## config.mk

```make
export PLATFORM = sky130hd
export DESIGN_NAME = pdp8_bus_bridge
export DESIGN_NICKNAME = d
export VERILOG_FILES = /design/src/rtl/pdp8_bus_bridge.sv
export SDC_FILE = /design/constraint.sdc
export NUM_CORES = 1
export LEC_CHECK = 0
export BUFFER_PORTS_ARGS = -buffer_cell sky130_fd_sc_hd__buf_2
export CAP_MARGIN = 5
export CORE_ASPECT_RATIO = 1.75
export CORE_MARGIN = 2
export CORE_UTILIZATION = 40
export DETAILED_ROUTE_END_ITERATION = 6
export PLACE_DENSITY = 0.7
export SKIP_LAST_GASP = 1
export SLEW_MARGIN = 20
export SYNTH_ARGS = -nofsm -noshare
export SYNTH_HDL_FRONTEND = slang
export SYNTH_SLANG_ARGS = --single-unit
```

## constraint.sdc

```tcl
create_clock -name clk -period 2.7 [get_ports clk]
set_clock_uncertainty 0.2 [all_clocks]
set_input_delay 0.135 -clock clk [delete_from_list [all_inputs] [get_ports clk]]
set_output_delay 0.135 -clock clk [all_outputs]
set_load 0.02 [all_outputs]
```

## src/rtl/pdp8_bus_bridge.sv

```systemverilog
// pdp8_bus_bridge
//   Decodes the PDP-8 core's multiplexed 8-bit io_out bus into a 12-bit
//   synchronous SRAM port and a handshaked 12-bit peripheral port, and
//   returns read nibbles plus busy/io_mode flags on the core's io_in[7:2].
// Ports:
//   clk, rst                 clock, async active-low reset
//   bus_out                  CPU io_out (ADDR / IO-SEL / DATA phases)
//   bus_din, bus_flags       read nibble and {io_mode, busy} back to the CPU
//   mem_*                    SRAM: registered addr, 1-cycle re/we pulses,
//                            rdata valid the cycle after mem_re
//   io_sel, io_rd, io_wr,    peripheral request, held until io_ack or
//   io_wdata, io_rdata,      TIMEOUT cycles elapse; io_timeout flags an
//   io_ack, io_timeout       aborted transaction
module pdp8_bus_bridge #(
   parameter int unsigned TIMEOUT = 255,
   parameter int unsigned TW      = 8
) (
   input  logic        clk,
   input  logic        rst,
   input  logic [7:0]  bus_out,
   output logic [3:0]  bus_din,
   output logic [1:0]  bus_flags,
   output logic [11:0] mem_addr,
   output logic        mem_re,
   output logic        mem_we,
   output logic [11:0] mem_wdata,
   input  logic [11:0] mem_rdata,
   output logic [4:0]  io_sel,
   output logic        io_rd,
   output logic        io_wr,
   output logic [11:0] io_wdata,
   input  logic [11:0] io_rdata,
   input  logic        io_ack,
   output logic        io_timeout
);

   typedef enum logic [1:0] {IO_IDLE, IO_RD, IO_WR} io_st_e;

   io_st_e          st_q, st_d;
   logic [TW-1:0]   cnt_q, cnt_d, cnt_inc;
   logic [11:0]     addr_q, addr_d, rbuf_q, rbuf_d, io_rbuf_q, io_rbuf_d;
   logic [11:0]     mem_addr_q, mem_addr_d, mem_wdata_q, mem_wdata_d;
   logic [11:0]     io_wdata_q, io_wdata_d;
   logic [7:0]      tmp_q, tmp_d;
   logic [4:0]      io_sel_q, io_sel_d;
   logic            io_mode_q, io_mode_d, mem_re_q, mem_re_d, mem_we_q, mem_we_d;
   logic            rd_wait_q, rd_wait_d, io_rd_q, io_rd_d, io_wr_q, io_wr_d;
   logic            io_timeout_q, io_timeout_d, busy_q, busy_d;

   // phase decode; every bus value falls into exactly one phase
   logic        addr_ph, iosel_ph, data_ph, wr_stb, commit, commit_mem, commit_io;
   logic [3:0]  nib;
   logic [11:0] word, src;

   assign addr_ph    = bus_out[7];
   assign iosel_ph   = (bus_out[7:5] == 3'b011);
   assign data_ph    = !bus_out[7] && (bus_out[6:5] != 2'b11);
   assign wr_stb     = data_ph && !bus_out[4];
   assign nib        = bus_out[3:0];
   assign commit     = wr_stb && (bus_out[6:5] == 2'b10);
   assign word       = {tmp_q, nib};
   assign commit_mem = commit && !io_mode_q;
   assign commit_io  = commit && io_mode_q && (st_q == IO_IDLE);
   assign cnt_inc    = cnt_q + 1'b1;

   always_comb begin
      addr_d       = addr_q;
      tmp_d        = tmp_q;
      rbuf_d       = rbuf_q;
      io_rbuf_d    = io_rbuf_q;
      io_sel_d     = io_sel_q;
      io_wdata_d   = io_wdata_q;
      mem_wdata_d  = mem_wdata_q;
      io_mode_d    = io_mode_q;
      io_timeout_d = io_timeout_q;
      st_d         = st_q;
      cnt_d        = cnt_q;

      if (addr_ph) begin
         if (bus_out[6]) addr_d[11:6] = bus_out[5:0];
         else            addr_d[5:0]  = bus_out[5:0];
         io_mode_d = 1'b0;
      end

      if (wr_stb && bus_out[6:5] == 2'b00) tmp_d[7:4] = nib;
      if (wr_stb && bus_out[6:5] == 2'b01) tmp_d[3:0] = nib;

      // ADDR and DATA phases are mutually exclusive on the bus, so a read
      // request and a write commit can never land in the same cycle and
      // mem_re/mem_we never collide.
      mem_re_d   = addr_ph;
      mem_we_d   = commit_mem;
      mem_addr_d = addr_d;
      if (commit_mem) mem_wdata_d = word;

      // A commit cancels any in-flight read (always of the same address,
      // since addr only moves on ADDR phases); a new ADDR restarts it.
      rd_wait_d = mem_re_q && !addr_ph && !commit_mem;
      if (commit_mem)     rbuf_d = word;
      else if (rd_wait_q) rbuf_d = mem_rdata;

      case (st_q)
         IO_IDLE: begin
            if (iosel_ph) begin
               io_sel_d     = bus_out[4:0];
               io_mode_d    = 1'b1;
               io_timeout_d = 1'b0;
               cnt_d        = '0;
               st_d         = IO_RD;
            end else if (commit_io) begin
               io_wdata_d   = word;
               io_timeout_d = 1'b0;
               cnt_d        = '0;
               st_d         = IO_WR;
            end
         end
         IO_RD, IO_WR: begin
            cnt_d = cnt_inc;
            if (io_ack) begin
               if (st_q == IO_RD) io_rbuf_d = io_rdata;
               st_d = IO_IDLE;
            end else if (cnt_inc == TW'(TIMEOUT)) begin
               if (st_q == IO_RD) io_rbuf_d = 12'hFFF;
               io_timeout_d = 1'b1;
               st_d         = IO_IDLE;
            end
         end
         default: st_d = IO_IDLE;
      endcase

      io_rd_d = (st_d == IO_RD);
      io_wr_d = (st_d == IO_WR);
      busy_d  = mem_re_d || rd_wait_d || (st_d != IO_IDLE);
   end

   always_ff @(posedge clk or negedge rst) begin
      if (!rst) begin
         st_q         <= IO_IDLE;
         cnt_q        <= '0;
         addr_q       <= '0;
         tmp_q        <= '0;
         rbuf_q       <= '0;
         io_rbuf_q    <= '0;
         io_sel_q     <= '0;
         io_wdata_q   <= '0;
         mem_wdata_q  <= '0;
         mem_addr_q   <= '0;
         io_mode_q    <= 1'b0;
         mem_re_q     <= 1'b0;
         mem_we_q     <= 1'b0;
         rd_wait_q    <= 1'b0;
         io_rd_q      <= 1'b0;
         io_wr_q      <= 1'b0;
         io_timeout_q <= 1'b0;
         busy_q       <= 1'b0;
      end else begin
         st_q         <= st_d;
         cnt_q        <= cnt_d;
         addr_q       <= addr_d;
         tmp_q        <= tmp_d;
         rbuf_q       <= rbuf_d;
         io_rbuf_q    <= io_rbuf_d;
         io_sel_q     <= io_sel_d;
         io_wdata_q   <= io_wdata_d;
         mem_wdata_q  <= mem_wdata_d;
         mem_addr_q   <= mem_addr_d;
         io_mode_q    <= io_mode_d;
         mem_re_q     <= mem_re_d;
         mem_we_q     <= mem_we_d;
         rd_wait_q    <= rd_wait_d;
         io_rd_q      <= io_rd_d;
         io_wr_q      <= io_wr_d;
         io_timeout_q <= io_timeout_d;
         busy_q       <= busy_d;
      end
   end

   // read nibble mux stays combinational so the CPU sees it in the same cycle
   assign src = io_mode_q ? io_rbuf_q : rbuf_q;
   always_comb begin
      case (bus_out[6:5])
         2'b00:   bus_din = src[11:8];
         2'b01:   bus_din = src[7:4];
         2'b10:   bus_din = src[3:0];
         default: bus_din = 4'h0;
      endcase
   end

   assign bus_flags  = {io_mode_q, busy_q};
   assign mem_addr   = mem_addr_q;
   assign mem_re     = mem_re_q;
   assign mem_we     = mem_we_q;
   assign mem_wdata  = mem_wdata_q;
   assign io_sel     = io_sel_q;
   assign io_rd      = io_rd_q;
   assign io_wr      = io_wr_q;
   assign io_wdata   = io_wdata_q;
   assign io_timeout = io_timeout_q;

endmodule
```

# Word level (Yosys, flattened, before mapping)
# Index checks and enable logic that the tools add are counted.
dict set report word_totals {
  in_bits 35
  register_bits 91
  output_inout_bits 52
  wordCells 88
}
dict set report op_classes {
  n_addsub 1
  reduce_logical 30
  muxes 24
  bitwise_logic 2
  n_eq_ne 12
}
# op count
set op_table {}
lappend op_table {{$mux W12} 7}
lappend op_table {{$mux W8} 2}
lappend op_table {{$pmux W8 S2} 1}
lappend op_table {{$pmux W4 S3} 1}
lappend op_table {{$logic_and A1 B1 Y1} 10}
lappend op_table {{$add A8 B1 Y8 const B} 1}
lappend op_table {{$eq A8 B8 Y1 const B} 1}
lappend op_table {{$mux W2} 4}
lappend op_table {{$reduce_and A2 Y1} 4}
lappend op_table {{$reduce_bool A2 Y1} 4}
lappend op_table {{$mux W1} 7}
lappend op_table {{$eq A2 B1 Y1 const B} 3}
lappend op_table {{$eq A2 B2 Y1 const B} 3}
lappend op_table {{$ne A2 B2 Y1 const B} 3}
lappend op_table {{$reduce_and A3 Y1} 2}
lappend op_table {{$logic_not A1 Y1} 4}
lappend op_table {{$logic_not A2 Y1} 2}
lappend op_table {{$pmux W2 S2} 1}
lappend op_table {{$reduce_and A4 Y1} 1}
lappend op_table {{$eq A3 B2 Y1 const B} 1}
lappend op_table {{$ne A3 B3 Y1 const B} 1}
lappend op_table {{$logic_or A1 B1 Y1} 2}
lappend op_table {{$not A1 Y1} 2}
lappend op_table {{$pmux W1 S2} 1}
lappend op_table {{$reduce_or A2 Y1} 1}

# Longest topological paths before layout
dict set report depth {
  ltp_word 11
  depth_mapped 8
  depth_no_buf 7
}

# Least setup slack after synthesis
# No wires, ideal clock.
dict set report synth_timing {
  kind {reg-to-reg}
  start {register st_q[0]}
  end {register io_wdata_q[2] (netlist: io_wdata[2])}
  path_stages_with_launch 8
  t_arrival_ns 1.927
  setup_ns 0.125
  path_buffers 2
  setup_slack_ns 0.448
  required_ns 2.375
  synth_period_minus_slack_ns 2.252
  cell_sequence {dfrtp_1 > inv_1 > ha_1 > clkbuf_1 > inv_1 > nor3_1 > buf_2 > mux2_2}
}
dict set report synth_via {
  elab_chain_cells 3
}
# item line
set synth_rtl {}
lappend synth_rtl {{start, declared} 39} ;# io_st_e st_q, st_d;
lappend synth_rtl {{start signal, assigned} 157} ;# st_q <= st_d;
lappend synth_rtl {{$logic_not A2 Y1 *} {63, 102}}
lappend synth_rtl {{$logic_and A1 B1 Y1} 63} ;# assign commit_io = commit && io_mode_q && (st_q == IO_IDLE);
lappend synth_rtl {{$reduce_and A3 Y1 (no line) *} n/a}
lappend synth_rtl {{end signal, assigned} 164} ;# io_wdata_q <= io_wdata_d;
lappend synth_rtl {{end, declared} 43} ;# logic [11:0] io_wdata_q, io_wdata_d;
# Every way passes the cells marked *; elsewhere a longest branch is shown, timed or not.
# A chain may end at the register's enable or synchronous reset.

# Worst setup path after layout
dict set report layout_timing {
  start {register io_mode_q}
  end {output bus_din[0]}
}
dict set report layout_via {
  elab_chain_cells 2
}
# item line
set layout_rtl {}
lappend layout_rtl {{start, declared} 46} ;# logic io_mode_q, io_mode_d, mem_re_q, mem_re_d, mem_we_q, mem_we_d;
lappend layout_rtl {{start signal, assigned} 167} ;# io_mode_q <= io_mode_d;
lappend layout_rtl {{$mux W12} 179} ;# assign src = io_mode_q ? io_rbuf_q : rbuf_q;
lappend layout_rtl {{$pmux W4 S3} 181} ;# case (bus_out[6:5])
lappend layout_rtl {{end, declared} 21} ;# output logic [3:0] bus_din,
# No other way between the ends.

==> metrics.txt <==
leakage 2.48 nW; vias in the first global route 3163; Initial DRT Pass Iterations 4; # IOs 87; Max Buffers Root-to-Sink 2; Slew Limit Fails 0; CP startpoint kind register; Top Family by Delay on Critical Path flip-flops; Post-synth top flop dfrtp_1; dpl cells 542; vias per std cell 5.18; Max stage delay on crit path 650 ps; nets@finish 502; GRT Residual Overflow 0; FP Rows 48; Initial Utilization 0.408; CP max FO 11; synthesis-to-finish area growth 30.9%; Final TNS setup 0 ps; critical path arrival 2090 ps; fraction of layout instances using a drive strength above 1 0.355; Die Span X 79.5 um; Setup-failing EPs final 0; CTS Sinks 91; CP required 2370 ps; wire per inst 17.0 um; first-pass GRT wire length 16000 um; DRT iter0 DRCs 234; post-CTS sizing 0; TritonCTS Buffers 9; net count after synthesis 378; Hold-fix buffers, CTS 34; post-CTS setup buffer count 0; ys async rst share 1.00; Crit-path slowest cell dfrtp_1; DRC viols 0; Max Clock Freq 413 MHz; Syn Std Cell Area 0.00399 mm2; Max IR drop VDD 0.374 mV; area leader, netlist dfrtp_1; total track usage 0.194; clock transition at the registers of the reported paths 60 ps; Via Count 3068; crit end category output pin; Post-synth EDFFs 0; Finished Layout Cells 592; Setup CP Type reg -> out; DRT antenna net count 0; core box area 0.00979 mm2; filler cell count 840; most numerous cell in the Yosys netlist dfrtp_1; H-tree levels 3; min Tclk post-route 2420 ps; final hold vios 0; Cell variety after synth 50; final wirelength 10100 um; die area 0.0108 mm2; RD Place Congestion 0.851; Slew @ Worst Pin 642 ps; synthesis-stage register bit count 91; CTS tree built; clk_lat worst skew 340 ps; CTS Root Buffer Type clkbuf_16; final cycle utilization of the critical path 0.898; max_cap viols 0; status completed; max_slew headroom 0.572; pin count of the biggest net entering global routing 48; Warnings, synthesis 0; # diodes 0; most frequent cells after synthesis dfrtp_1 (91), nand2_1 (63), mux2_2 (32), o21ai_0 (24), mux2i_1 (16); Synth area leaders dfrtp_1 (57%), mux2_2 (9.0%), nand2_1 (5.9%); Cell Chain, Critical Path buf_4 > mux4_2 > inv_1 > o22ai_1 > buf_2; Die H 136 um; hpwl dp 7140 um; sequential area share after synthesis 0.570; Worst Hold Class in -> reg; PD cells 855 mW/mm2; synthesized netlist cell count 338; RSZ-0062 raised after global routing no; WP buf/inv 3; Avg Cell Area, Syn 11.8 um2; IO Port Bufs 86; top cell type's share of synthesized area 0.570; initial antenna violation count 0
==> registers in the layout, summed over array words and instances (netlist names) <==
name        cells
busy_q          1
cnt_q           8
io_mode_q       1
io_rbuf_q      12
io_rd           1
io_sel          5
io_timeout      1
io_wdata       12
io_wr           1
mem_addr       12
mem_re          1
mem_wdata      12
mem_we          1
rbuf_q         12
rd_wait_q       1
st_q            2
tmp_q           8
==> metrics by stage <==
stage / setup slack (ps) / total power [mW] / hold slack [ps] / utilization / area [um2]
after floorplan: 448 / 2.72 / -361 / - / 3990
after global placement: 424 / 3.14 / -14.8 / 0.468 / 4590
after detailed placement: 357 / 3.18 / -3.52 / 0.468 / 4590
after CTS: 298 / 4.49 / 15.0 / 0.534 / 5230
after global routing: 174 / 4.69 / 35.1 / 0.534 / 5230
final: 276 / 4.47 / 20.3 / 0.534 / 5230
==> worst min-delay path: stages <==
cell	delay [ps]
buf_2	150
o31a_2	190
nor2_1	40
==> report_power, final <==
part	internal [mW]	total, mW	switching (mW)	leakage (nW)
Sequential	1.71	1.94	0.224	1.13
Combinational	0.546	1.27	0.722	1.21
Clock	0.723	1.26	0.541	0.140
==> worst paths after layout <==
| check | startpoint | endpoint | cells after the start | slack, ps |
|---|---|---|---|---|
| max in group asynchronous | rst | mem_wdata[10]$_DFFE_PN0P_ | 3 | 1460 |
| hold / removal | io_ack | st_q[1]$_DFF_PN0_ | 3 | 20 |
| hold reg to reg | io_sel[4]$_DFFE_PN0P_ | io_sel[4]$_DFFE_PN0P_ | 2 | 280 |
| setup reg to reg | cnt_q[1]$_DFFE_PN0P_ | io_rbuf_q[4]$_DFFE_PN0P_ | 6 | 310 |
| min in group asynchronous | rst | io_sel[4]$_DFFE_PN0P_ | 2 | 170 |
| setup / recovery | io_mode_q$_DFF_PN0_ | bus_din[0] | 5 | 280 |
==> placed cells by master, fill, tap and decap left out, drive strengths merged, types with 2 or more instances in the layout <==
master,count
a2111oi,2
a21o,2
a21oi,5
a221oi,2
buf,94
clkbuf,9
clkinv,2
clkinvlp,3
dfrtp,91
dlygate4sd3,34
ha,5
inv,11
mux2,32
mux2i,16
mux4,3
nand2,63
nand2b,3
nand3,5
nand4,3
nor2,7
nor2b,6
nor3,3
nor3b,2
o211a,2
o211ai,2
o21a,2
o21ai,26
o22a,12
o22ai,3
or3,2
xor2,2
==> cell families after synthesis <==
group	count (synthesis)	share of synthesized area
AOI/OAI and AO/OA	65	0.121
xor gates and xnor gates	3	0.00658
adders and majority gates	5	0.0157
buffers and inverters	25	0.0282
DFF	91	0.570
muxes	51	0.147
and+or+nand+nor	98	0.112
==> layer usage <==
metal	vias up	global-route usage	share of wire
li1	1435	-	-
met1	1531	0.236	0.41
met2	80	0.330	0.53
met3	22	0.0365	0.035
met4	0	0.0891	0.029
met5	-	0	0
==> final cells by class <==
| type | count | area [um2] | share of cell area |
|---|---|---|---|
| inverters | 10 | 37.5 | 0.00718 |
| flip-flops and latches | 91 | 2280 | 0.436 |
| well taps | 125 | 156 | 0.0299 |
| clock buffers | 9 | 225 | 0.0431 |
| multi-input cells | 222 | 1610 | 0.308 |
| clock inverters | 7 | 77.6 | 0.0148 |
| repair buffers | 128 | 846 | 0.162 |
Power figures use the tool's default switching activity.
